--- src/rtl/elevator_call_panel.sv ---
// Request-side front end for a 4-floor elevator controller: synchronises and debounces
// floor-call buttons, latches calls into lamps, pulses req, and re-issues calls while idle.
module elevator_call_panel #(
    parameter int DB_CYCLES    = 4,
    parameter int RETRY_CYCLES = 32
) (
    input  logic       clk,
    input  logic       reset,
    input  logic [3:0] btn,
    input  logic [1:0] floor,
    input  logic       moving,
    input  logic       door,
    output logic [3:0] req,
    output logic [3:0] lamp,
    output logic       pending_any
);

    logic [3:0]      sync1;
    logic [3:0]      btn_s;
    logic [3:0]      stable;
    logic [3:0][7:0] cnt;
    logic [15:0]     rty_cnt;

    logic [3:0]      svc;
    logic [3:0]      db_hit;
    logic [3:0]      press;
    logic [3:0]      new_call;
    logic [3:0]      stable_next;
    logic [3:0][7:0] cnt_next;
    logic [3:0]      lamp_next;
    logic [3:0]      req_next;
    logic [15:0]     rty_cnt_next;
    logic            idle;
    logic            rty;

    // NOTE: every variable gets a default at the top of always_comb so no path
    // leaves it unassigned, which would otherwise infer a latch.
    always_comb begin
        svc          = '0;
        db_hit       = '0;
        press        = '0;
        new_call     = '0;
        stable_next  = stable;
        cnt_next     = '0;
        lamp_next    = lamp;
        for (int i = 0; i < 4; i++) begin
            svc[i] = door && (floor == 2'(i));
            if (btn_s[i] != stable[i]) begin
                // Terminal compare on cnt+1 == DB_CYCLES, written as cnt == DB_CYCLES-1.
                db_hit[i] = (cnt[i] == 8'(DB_CYCLES - 1));
                if (db_hit[i]) begin
                    stable_next[i] = ~stable[i];
                end else begin
                    cnt_next[i] = cnt[i] + 8'd1;
                end
            end
            press[i] = db_hit[i] && !stable[i];
            if (svc[i]) begin
                lamp_next[i] = 1'b0;
            end else if (press[i] && !lamp[i]) begin
                lamp_next[i] = 1'b1;
                new_call[i]  = 1'b1;
            end
        end

        // Retry only while a call is pending and the controller is idle with the door shut.
        idle         = (lamp != 4'b0000) && !moving && !door && (new_call == 4'b0000);
        rty          = idle && (rty_cnt == 16'(RETRY_CYCLES - 1));
        rty_cnt_next = (!idle || rty) ? 16'd0 : rty_cnt + 16'd1;
        req_next     = new_call | (rty ? (lamp & ~svc) : 4'b0000);
    end

    // NOTE: sequential state uses non-blocking assignments so every flop samples
    // the pre-edge values regardless of statement order.
    // NOTE: the per-bit debounce counters are reset along with everything else; they
    // are few and a known start value is needed for deterministic press latency.
    always_ff @(posedge clk or negedge reset) begin
        if (!reset) begin
            sync1       <= '0;
            btn_s       <= '0;
            stable      <= '0;
            cnt         <= '0;
            rty_cnt     <= '0;
            lamp        <= '0;
            req         <= '0;
            pending_any <= 1'b0;
        end else begin
            sync1       <= btn;
            btn_s       <= sync1;
            stable      <= stable_next;
            cnt         <= cnt_next;
            rty_cnt     <= rty_cnt_next;
            lamp        <= lamp_next;
            req         <= req_next;
            pending_any <= |lamp_next;
        end
    end

endmodule

--- config.mk ---
export PLATFORM = sky130hd
export DESIGN_NAME = elevator_call_panel
export DESIGN_NICKNAME = d
export VERILOG_FILES = /design/src/rtl/elevator_call_panel.sv
export SDC_FILE = /design/constraint.sdc
export NUM_CORES = 1
export LEC_CHECK = 0
export BUFFER_PORTS_ARGS = -buffer_cell sky130_fd_sc_hd__buf_2
export CAP_MARGIN = 10
export CORE_ASPECT_RATIO = 1.25
export CORE_MARGIN = 2
export CORE_UTILIZATION = 56
export CTS_BUF_LIST = sky130_fd_sc_hd__clkbuf_4 sky130_fd_sc_hd__clkbuf_8
export DETAILED_ROUTE_END_ITERATION = 8
export MAX_ROUTING_LAYER = met4
export PLACE_DENSITY_LB_ADDON = 0.15
export SYNTH_ARGS = -nofsm -noshare
export SYNTH_HDL_FRONTEND = slang
export SYNTH_SLANG_ARGS = --single-unit
--- constraint.sdc ---
create_clock -name clk -period 1.85 [get_ports clk]
set_input_delay 0.2775 -clock clk [delete_from_list [all_inputs] [get_ports clk]]
set_output_delay 0.2775 -clock clk [all_outputs]
set_load 0.005 [all_outputs]
-- Yosys cells after proc, flatten, opt, wreduce, memory -nomap -nowiden
Cells that the tools add are included.
- register bits: 69
- input port bits: 10
- output and inout port bits: 9
- $add $sub $neg: 5
- equal/unequal tests: 12
- muxes and demuxes: 30
- bitwise operators: 7
- reduce and logical (&&, ||, !) cells: 36
- operators by type and width (cell ; number):
    $mux W8 ; 8
    $add A8 B1 Y8 const B ; 4
    $eq A8 B2 Y1 const B ; 4
    $mux W1 ; 20
    $add A16 B1 Y16 const B ; 1
    $eq A16 B5 Y1 const B ; 1
    $logic_and A1 B1 Y1 ; 16
    $mux W16 ; 1
    $logic_not A1 Y1 ; 11
    $reduce_and A2 Y1 ; 4
    $and A4 B4 Y4 ; 1
    $eq A2 B2 Y1 const B ; 2
    $logic_not A4 Y1 ; 1
    $mux W4 ; 1
    $ne A1 B1 Y1 ; 4
    $not A1 Y1 ; 4
    $not A4 Y4 ; 1
    $or A4 B4 Y4 ; 1
    $reduce_bool A4 Y1 ; 1
    $reduce_or A4 Y1 ; 1
    $eq A2 B1 Y1 const B ; 1
    $logic_not A2 Y1 ; 1
    $logic_or A1 B1 Y1 ; 1

-- Depth between registers and ports, before layout
Gate-level depths: netlist (run 1).
- depth after elaboration: 11
- mapped depth: 7
- gate-level depth less buffers: 6

-- Least setup slack after synthesis (run 1)
OpenSTA, ideal clock, no wires.
- kind: reg-to-reg
- start: reg cnt[26] (netlist bit)
- end: reg rty_cnt[13]
- library setup time: 119 ps
- arrival time: 1597 ps
- path slack: 134 ps
- cell stages (with the launch flop): 7
- buffers on the path: 1
- period minus slack after synthesis: 1716 ps
- path through: dfrtp_1 nor4_1 nand3_1 o41a_1 nand3_4 buf_8 nor2_1
- longest elaborated chain between the ends: 11
- elaborated cells between the ends (all ways): 12
- RTL lines (item ; RTL line ; text):
    start, declared ; 21 ; logic [3:0][7:0] cnt;
    start signal, assigned ; 91 ; cnt <= cnt_next;
    $eq A8 B2 Y1 * ; 50 ; db_hit[i] = (cnt[i] == 8'(DB_CYCLES - 1));
    $mux W1 * ; 48 ; if (btn_s[i] != stable[i]) begin
    $logic_and A1 B1 Y1 * ; 57 ; press[i] = db_hit[i] && !stable[i];
    $logic_and A1 B1 Y1 * ; 60 ; end else if (press[i] && !lamp[i]) begin
    $mux W1 * ; 60 ;
    $mux W1 * ; 58 ; if (svc[i]) begin
    $logic_not A4 Y1 * ; 67 ; idle = (lamp != 4'b0000) && !moving && !door && (new_call == 4'b0000);
    $logic_and A1 B1 Y1 * ; 67 ;
    $logic_not A1 Y1 / $logic_and A1 B1 Y1 (equally long branches) ; 69, 68 ;
    $logic_or A1 B1 Y1 * ; 69 ; rty_cnt_next = (!idle || rty) ? 16'd0 : rty_cnt + 16'd1;
    $mux W16 * ; 69 ;
    via rty_cnt_next[13] ; 32 ; logic [15:0] rty_cnt_next;
    end signal, assigned ; 92 ; rty_cnt <= rty_cnt_next;
    end, declared ; 22 ; logic [15:0] rty_cnt;
Mark *: on every way through the listed nets, which the timed path passes. The rest lies on a longest branch.
A chain may end at the register's enable or synchronous reset.

-- Worst setup path in the final report (run 1)
- start: reg cnt[8] (netlist bit)
- end: reg req[3]
- longest elaborated chain between the ends: 11
- RTL lines (item ; RTL line ; text):
    $eq A8 B2 Y1 ; 50 ;
    $mux W1 ; 48 ;
    $logic_and A1 B1 Y1 ; 57 ;
    $logic_and A1 B1 Y1 ; 60 ;
    $mux W1 ; 60 ;
    $mux W1 ; 58 ;
    $logic_not A4 Y1 ; 67 ;
    $logic_and A1 B1 Y1 ; 67 ;
    $logic_and A1 B1 Y1 ; 68 ; rty = idle && (rty_cnt == 16'(RETRY_CYCLES - 1));
    $mux W4 ; 70 ; req_next = new_call | (rty ? (lamp & ~svc) : 4'b0000);
    $or A4 B4 Y4 ; 70 ;
    via req_next[3] ; 31 ; logic [3:0] req_next;
    end signal, assigned ; 94 ; req <= req_next;
    end, declared ; 13 ; output logic [3:0] req,
The timed path passes the listed nets, and every way through them passes these cells.

==> impl_metrics.json, run 1 <==
{
  "grt-ovfl-total": 0,
  "period_share_pct": 92.4,
  "cts_tree": "done",
  "max-vdd-ir-drop_mv": 0.629,
  "syn2layout_area_growth_pct": 14.3,
  "diodes": 0,
  "top_layer": "met4",
  "synth_area_um2": 3010,
  "route.met3.wl_um": 184,
  "crit_arrival_ns": 1.92,
  "status": "finished clean",
  "drcViolationCount": 0,
  "wl_met2_um": 2690,
  "end_kind": "flip-flop",
  "reg2reg_depth": 6,
  "gr-usage-all-layers_pct": 20.2,
  "dieArea_um2": 5980,
  "routabilityCongestion": 0.805,
  "worst_slew_pin_slew_ns": 0.425,
  "min_period_ns": 1.71,
  "r2r_slack_ns": 0.14,
  "drive_above_1_share_pct": 16.7,
  "slew-limit-headroom_pct": 71.5,
  "worstSetupPathType": "flip-flop to flip-flop",
  "syn_nets": 289,
  "wl_per_cell_um": 14.9,
  "cts_root_buf": "clkbuf_8",
  "max_freq_mhz": 585,
  "hold_class": "input port to flip-flop",
  "core.rowCount": 29,
  "dpl.hpwl_um": 3540,
  "clk-insertion-delay-late_ns": 0.34,
  "grt_pass1_wl_um": 9120,
  "clockBufferDepth": 2,
  "drt_iter0_markers": 137,
  "hold_violations": 0,
  "synth-seq-cells": 69,
  "antenna_left": 0,
  "leakage_uw": 0.00159,
  "final_area_um2": 3440,
  "grt_pass1_vias": 2002,
  "start_util_pct": 58.8,
  "critPathLaunchType": "flip-flop",
  "dr.pass1.iters": 4,
  "core_area_um2": 5120,
  "htreeDepth": 3,
  "die_x_um": 69.6,
  "m1WireLength_um": 2570,
  "finalClockSkew_ns": 0.00766,
  "synth_warnings": 0,
  "io_pins": 19,
  "finalWirelength_um": 5540,
  "slew_violations": 0,
  "fin_util_pct": 67.3,
  "placed_area_um2": 3210,
  "dieHeight_um": 86.0,
  "synthFlopType": "dfrtp_1",
  "synthCells": 274,
  "synth_edf_count": 0,
  "crit_fanout": 4,
  "syn_area_per_cell_um2": 11.0,
  "ys_types": 31,
  "grt_start_max_net_pins": 70,
  "avgViaCountPerCell": 5.60,
  "maxCapViolations": 0,
  "async_flop_share_pct": 100,
  "setup_viol": 0,
  "clock-sinks": 69,
  "p_per_area_nw_per_um2": 1170,
  "cts_buffers": 9,
  "vias": 2087,
  "holdPathStages": 1,
  "cts_setup_buffers": 0,
  "yosysSeqAreaShare_pct": 57.4,
  "port_buffers": 18,
  "cp.required_ns": 2.06,
  "path_clk_slew_ns": 0.07,
  "antenna_found_initial": 0,
  "finalNetCount": 324
}
==> synthesized netlist by cell type (3+ instances only) <==
| library cell | number | area, um^2 |
|---|---|---|
| a21oi_1 | 3 | 15.0 |
| nor2_1 | 51 | 191 |
| and3_1 | 10 | 62.6 |
| nand4_1 | 4 | 25.0 |
| ha_1 | 5 | 62.6 |
| and3_2 | 3 | 22.5 |
| nor3_1 | 8 | 40.0 |
| xor2_1 | 24 | 210 |
| nand2_1 | 16 | 60.1 |
| xnor2_1 | 18 | 158 |
| inv_1 | 3 | 11.3 |
| nand3_1 | 22 | 110 |
| mux2_2 | 4 | 45.0 |
| nand3b_1 | 4 | 30.0 |
| nor3b_1 | 4 | 30.0 |
| nor4_1 | 6 | 37.5 |
| dfrtp_1 | 69 | 1730 |
==> stage by stage <==
stage               hold WS [ns]  setup slack (ns)  total power (uW)  TNS [ns]  std cells
CTS                       0.0279            0.0600              4020         0        372
detailed placement         0.329            0.0813              2830         0        358
global placement           0.326             0.133              2800         0        358
finish                    0.0365             0.140              4010         0        373
global route              0.0304          -0.00263              4250  -0.00263        373
floorplan                -0.0181             0.134              2510         0        274
==> kinds of logic after synthesis <==
kind of cell               synth area share [%]
AOI/OAI and AO/OA                          2.29
adders and majority gates                  2.08
xor gates and xnor gates                   12.2
muxes                                      1.50
DFF                                        57.4
buffers and inverters                     0.873
and+or+nand+nor                            23.7
==> registers in the layout, summed over array words and instances, names as in the netlist <==
register,flops
cnt,32
rty_cnt,16
btn_s,4
lamp,4
req,4
stable,4
sync1,4
pending_any,1
==> critical path, stage by stage (launching register included) <==
cell and delay, ns:
dfrtp_1 0.36, ha_1 0.20, nor4b_2 0.20, nand2_1 0.13, or3_4 0.43, nand4_1 0.15, a21boi_0 0.12
==> area by class of cell <==
class	instances	area (um^2)
repair buffers	24	150
fillers	393	1680
inverters	3	11.3
flip-flops and latches	69	1730
clock buffers	11	151
clock inverters	2	35.0
multi-input cells	202	1290
well taps	62	77.6
==> final timing paths <==
kind                                            to                from
min in group asynchronous         cnt[2]$_DFF_PN0_               reset
worst min register to register  btn_s[1]$_DFF_PN0_  sync1[1]$_DFF_PN0_
worst max register to register    req[3]$_DFF_PN0_    cnt[8]$_DFF_PN0_
worst min-delay path            sync1[0]$_DFF_PN0_              btn[0]
worst max-delay path              req[3]$_DFF_PN0_    cnt[8]$_DFF_PN0_
max in group asynchronous         cnt[9]$_DFF_PN0_               reset
==> layer usage <==
metal,vias up,global-route usage (%)
met5,-,-
met4,0,12.3
met3,10,4.23
met2,33,30.4
met1,1034,25.2
li1,1010,-
==> power by group <==
| group | leakage (uW) | switching (uW) | internal (uW) |
|---|---|---|---|
| registers | 0.000922 | 219 | 1760 |
| logic | 0.000567 | 476 | 379 |
| clock network | 0.0000971 | 511 | 671 |
==> repair_timing <==
item	4_1_cts	5_1_grt
endpoints found under the hold margin	69	0
gates resized for setup	0	4
hold buffers	1	0
endpoints found under the setup margin	0	20
==> cell usage in the layout, fill, tap and decap left out, types with 3 or more instances in the layout <==
cell type	netlist	layout
nor2_1	51	51
nand2_1	16	16
nand3_1	22	22
buf_2	0	18
nor3_1	8	8
nand3b_1	4	4
nor4_1	6	6
mux2_2	4	4
and3_1	10	10
dfrtp_1	69	69
xnor2_1	18	18
inv_1	3	3
nand4_1	4	4
ha_1	5	5
a21oi_1	3	3
nor3b_1	4	4
clkbuf_8	0	11
and3_2	3	3
buf_4	0	4
xor2_1	24	24
(Power assumes the default switching activity.)
==> run 2: changes to the inputs <==
--- a/config.mk
+++ b/config.mk
@@ -13,7 +13,7 @@
 export CTS_BUF_LIST = sky130_fd_sc_hd__clkbuf_4 sky130_fd_sc_hd__clkbuf_8
 export DETAILED_ROUTE_END_ITERATION = 8
 export MAX_ROUTING_LAYER = met4
-export PLACE_DENSITY_LB_ADDON = 0.15
+export PLACE_DENSITY = 0.74
 export SYNTH_ARGS = -nofsm -noshare
 export SYNTH_HDL_FRONTEND = slang
 export SYNTH_SLANG_ARGS = --single-unit
==> run 2 against run 1 <==
Against the previous run: largest cell class unchanged; via count down 1.5%; count of clock-buffer cells in the layout decreased by 1; core utilization is 0.98 points higher; critical path type unchanged.
==> impl_metrics.json, run 2 (synthesis results as in run 1) <==
{
  "status": "finished clean",
  "path_delay_family": "simple AND/OR/NAND/NOR gates",
  "largest_register_ff_count": 32,
  "p_int_uw": 2920,
  "reg2reg_depth": 5,
  "critPathLaunchType": "flip-flop",
  "maxCapViolations": 0,
  "die_x_um": 69.6,
  "setup_viol": 0,
  "core_area_um2": 5120,
  "clockBufferDepth": 2,
  "finalClockSkew_ns": 0.0138,
  "register_area_um2": 1730,
  "cts_tree": "done",
  "finalNetCount": 327,
  "tns_ns": 0,
  "pwr-share-comb_pct": 20.7,
  "cp.depth": 5,
  "hold_class": "input port to flip-flop",
  "drcViolationCount": 0,
  "clkPwrFrac_pct": 32.3,
  "slew-limit-headroom_pct": 67.2,
  "final_common_cell": "dfrtp_1",
  "final_cell_mix": "dfrtp_1 (69), nor2_1 (51), xor2_1 (24)",
  "dr.pass1.iters": 4,
  "cp_slowest_cell": "o41a_1",
  "clk-insertion-delay-late_ns": 0.35,
  "cp.buffers_inverters": 0,
  "clock-sinks": 69,
  "port_buffers": 18,
  "diodes": 0,
  "cp.required_ns": 2.07,
  "top_regs": "cnt (32), rty_cnt (16)",
  "crit_fanout": 4,
  "slew_violations": 0,
  "dieArea_um2": 5980,
  "path_clk_slew_ns": 0.08,
  "core.rowCount": 29,
  "holdPathStages": 1,
  "max_freq_mhz": 580,
  "drive_above_1_share_pct": 18.0,
  "rsz0062_at_grt": "no",
  "wl_per_cell_um": 14.4,
  "start_util_pct": 58.8,
  "period_share_pct": 93.1,
  "dpl.hpwl_um": 3570,
  "hold_violations": 0,
  "io_pins": 19,
  "grt_pass1_vias": 2056,
  "grt_pass1_wl_um": 9530,
  "p_per_area_nw_per_um2": 1200,
  "p_sw_share_pct": 30.2,
  "dp_slack_ns": 0.0577,
  "multi_input_area_um2": 1280,
  "power.switching_uw": 1260,
  "vias": 2056,
  "worst_slew_pin_slew_ns": 0.488,
  "max-vdd-ir-drop_mv": 0.719,
  "routabilityCongestion": 0.813,
  "dieHeight_um": 86.0,
  "antenna_left": 0,
  "cpPeakStageDelay_ns": 0.43,
  "cts_buffers": 9,
  "crit_path_cell_trace": "nor4_1 -> nand3_1 -> o41a_1 -> nand4_1 -> a21boi_0",
  "drt_iter0_markers": 106,
  "fill_cells": 375,
  "setup_ws_ns": 0.127,
  "regMostFlops": "cnt",
  "p_seq_share_pct": 47.1,
  "antenna_found_initial": 0,
  "leakage_uw": 0.00161,
  "cts_setup_buffers": 0,
  "gr-usage-all-layers_pct": 21.3,
  "crit_arrival_ns": 1.94,
  "end_kind": "flip-flop",
  "grt_start_max_net_pins": 70,
  "finalWirelength_um": 5440,
  "r2r_slack_ns": 0.13,
  "worstSetupPathType": "flip-flop to flip-flop",
  "min_period_ns": 1.72,
  "finalPower_uw": 4180,
  "syn2layout_area_growth_pct": 16.0,
  "grt-ovfl-total": 0,
  "cts_root_buf": "clkbuf_8",
  "avgViaCountPerCell": 5.42,
  "htreeDepth": 3
}
-- run 2: cell types whose count changed in the layout (fill, tap and decap cells not counted), sizes merged --
cell    before  now
bufinv       1    2
buf         23   26
clkinv       1    4
clkbuf      11   10
-- run 2: path summary, 6_finish.rpt --
kind,startpoint,to
worst min-delay path,btn[2],sync1[2]$_DFF_PN0_
worst max register to register,cnt[27]$_DFF_PN0_,req[3]$_DFF_PN0_
max in group asynchronous,reset,sync1[1]$_DFF_PN0_
min in group asynchronous,reset,cnt[21]$_DFF_PN0_
worst min register to register,sync1[3]$_DFF_PN0_,btn_s[3]$_DFF_PN0_
worst max-delay path,cnt[27]$_DFF_PN0_,req[3]$_DFF_PN0_
-- run 2: layout make-up --
cell class              count  share of cell area (%)
flip-flops and latches     69                    49.5
multi-input cells         202                    36.8
repair buffers             27                    4.95
clock buffers              10                    3.76
clock inverters             6                    2.51
well taps                  62                    2.22
inverters                   3                   0.323
-- run 2: what timing repair did --
item                                   CTS  global route
gates resized for setup                  0             3
endpoints found under the hold margin   69             0
setup endpoints to repair                0            20
hold buffers                             1             0
-- run 2: metal layers --
layer,global-route usage [%],part of all wire [%],wire length [um],up-vias
met5,-,0,0,-
met4,9.80,2.2,119,0
met3,5.76,4.2,229,11
met2,32.2,46,2520,37
met1,26.9,47,2580,987
li1,-,-,-,1021
-- run 2: stage by stage --
stage / hold slack, ns / instances / utilization (%) / instance area (um^2)
finish: 0.0281 / 379 / 68.2 / 3490
global route: 0.00840 / 379 / 68.2 / 3490
CTS: 0.0221 / 378 / 67.7 / 3460
detailed placement: 0.325 / 361 / 63.2 / 3230
global placement: 0.325 / 361 / 63.2 / 3230
floorplan: -0.0181 / 274 / - / 3010
-- run 2: power by group through the flow --
stage	combinational (uW)	sequential [uW]	clock, uW
after CTS	856	1960	1370
after global routing	996	2010	1430
after global placement	835	1980	0
final	863	1970	1350
after detailed placement	849	1990	0
after floorplan	545	1960	0
-- run 2: worst reg2reg max path, delay by kind of cell (launching register included) --
family | cells | cell delay, ns
AOI/OAI and AO/OA | 2 | 0.54
DFF | 1 | 0.41
and+or+nand+nor | 3 | 0.64
==> run 3: changes to the inputs <==
==> constraint.sdc (replaced) <==
create_clock -name clk -period 1.4 [get_ports clk]
set_input_delay 0.21 -clock clk [delete_from_list [all_inputs] [get_ports clk]]
set_output_delay 0.21 -clock clk [all_outputs]
set_load 0.005 [all_outputs]
==> run 3 against run 2 <==
Against the previous run: the run now ends with setup timing left; count of clock-buffer cells in the layout rose by 2; cell area rose by 18%; hold slack improved by 0.23 ns; clock skew fell by 0.0043 ns; first-iteration DRC count rose by 110%; sequential share of layout area fell by 7.6 points; non-clock buffer count rose by 67; register-to-register slack got worse by 0.41 ns.
==> impl_metrics.json, run 3 (synthesis results as in run 1) <==
{
  "status": "finished, violations left",
  "violations": "setup timing",
  "p_per_area_nw_per_um2": 1460,
  "crit_fanout": 4,
  "cts_buffers": 9,
  "core_area_um2": 5120,
  "finalNetCount": 393,
  "largest_register_ff_count": 32,
  "whs_ns": 0.261,
  "antenna_left": 0,
  "path_delay_family": "simple AND/OR/NAND/NOR gates",
  "drt_iter0_markers": 225,
  "setup_ws_ns": -0.279,
  "worstSetupPathType": "flip-flop to flip-flop",
  "port_buffers": 18,
  "min_period_ns": 1.68,
  "clk-insertion-delay-late_ns": 0.34,
  "cpPeakStageDelay_ns": 0.40,
  "rsz0062_at_grt": "yes",
  "cp.buffers_inverters": 0,
  "diodes": 0,
  "dpl.hpwl_um": 4330,
  "routabilityCongestion": 0.859,
  "regMostFlops": "cnt",
  "grt_pass1_wl_um": 11100,
  "grt_start_max_net_pins": 70,
  "dieArea_um2": 5980,
  "max-vdd-ir-drop_mv": 0.856,
  "top_regs": "cnt (32), rty_cnt (16)",
  "setup_viol": 32,
  "crit_arrival_ns": 1.89,
  "final_cell_mix": "dfrtp_1 (69), buf_4 (67), nor2_1 (47)",
  "wl_per_cell_um": 15.6,
  "critPathLaunchType": "flip-flop",
  "cts_tree": "done",
  "gr-usage-all-layers_pct": 24.9,
  "clock-sinks": 69,
  "finalWirelength_um": 6920,
  "drive_above_1_share_pct": 36.6,
  "cp.required_ns": 1.62,
  "fill_cells": 305,
  "start_util_pct": 58.8,
  "syn2layout_area_growth_pct": 37.1,
  "slew_violations": 0,
  "maxCapViolations": 0,
  "path_clk_slew_ns": 0.08,
  "die_x_um": 69.6,
  "drcViolationCount": 0,
  "antenna_found_initial": 0,
  "max_freq_mhz": 596,
  "crit_path_cell_trace": "nor4_2 -> nand3_1 -> o41a_1 -> nand4_1 -> a21boi_1",
  "clockBufferDepth": 2,
  "final_common_cell": "dfrtp_1",
  "vias": 2388,
  "core.rowCount": 29,
  "finalPower_uw": 6030,
  "hold_violations": 0,
  "period_share_pct": 120,
  "grt-ovfl-total": 0,
  "cp_slowest_cell": "dfrtp_1",
  "hold_class": "input port to flip-flop",
  "end_kind": "flip-flop",
  "avgViaCountPerCell": 5.37,
  "grt_pass1_vias": 2528,
  "worst_slew_pin_slew_ns": 0.465,
  "dr.pass1.iters": 4,
  "finalClockSkew_ns": 0.00946,
  "dieHeight_um": 86.0,
  "cts_root_buf": "clkbuf_8",
  "slew-limit-headroom_pct": 68.9,
  "io_pins": 19,
  "htreeDepth": 3,
  "leakage_uw": 0.00197
}
==> run 3: where the power goes <==
| part | leakage, uW | total (uW) | switching (uW) | internal (uW) |
|---|---|---|---|---|
| Combinational | 0.000942 | 1850 | 950 | 905 |
| Sequential | 0.000922 | 2550 | 232 | 2320 |
| Clock | 0.000105 | 1620 | 737 | 881 |
==> run 3: per-layer routing <==
metal  global-route usage, %  wire length (um)  vias up  share of wire (%)
met5                       -                 0        -                  0
met4                    12.7               150        0                2.2
met3                    4.94               225       15                3.3
met2                    43.4              3630       49                 52
met1                    27.0              2920     1175                 42
li1                        -                 -     1149                  -
==> run 3: through the flow <==
step / setup TNS (ns) / instance area, um^2 / setup WS (ns) / utilization (%) / std cells
after floorplan: -2.99 / 3030 / -0.187 / - / 274
after global placement: -4.06 / 3670 / -0.216 / 71.7 / 416
after detailed placement: -5.25 / 3670 / -0.270 / 71.7 / 416
after CTS: -4.14 / 4000 / -0.231 / 78.2 / 440
after global routing: -9.34 / 4130 / -0.362 / 80.6 / 445
final: -5.97 / 4130 / -0.279 / 80.6 / 445
==> run 3: final timing paths <==
kind | start | end | slack, ns | cells after the start
min in group asynchronous | reset | cnt[22]$_DFF_PN0_ | 0.41 | 3
min | floor[1] | lamp[0]$_DFF_PN0_ | 0.26 | 4
min reg2reg | sync1[0]$_DFF_PN0_ | btn_s[0]$_DFF_PN0_ | 0.35 | 0
max in group asynchronous | reset | rty_cnt[2]$_DFF_PN0_ | 0.70 | 3
max reg2reg | cnt[31]$_DFF_PN0_ | req[1]$_DFF_PN0_ | -0.28 | 5
max | cnt[31]$_DFF_PN0_ | req[1]$_DFF_PN0_ | -0.28 | 5
==> run 3: cell type report <==
cell class                 count  area (um^2)  share of cell area, %
clock buffer                  12          146                   3.55
clock inverter                 4         48.8                   1.18
inverter                       3         11.3                  0.273
multi-input combinational    201         1420                   34.4
sequential                    69         1730                   41.9
tap                           62         77.6                   1.88
timing repair buffer          94          697                   16.9
==> run 3: worst min-delay path, cell delays in order <==
cell     delay [ns]
buf_2          0.09
or3b_2         0.14
o21ai_2        0.08
inv_1          0.05
==> run 3: timing repair <==
action	CTS	global route
setup endpoints to repair	33	57
hold buffers	5	0
gates resized for setup	13	20
setup buffers	3	6
pin swaps	6	14
hold endpoints to repair	73	0
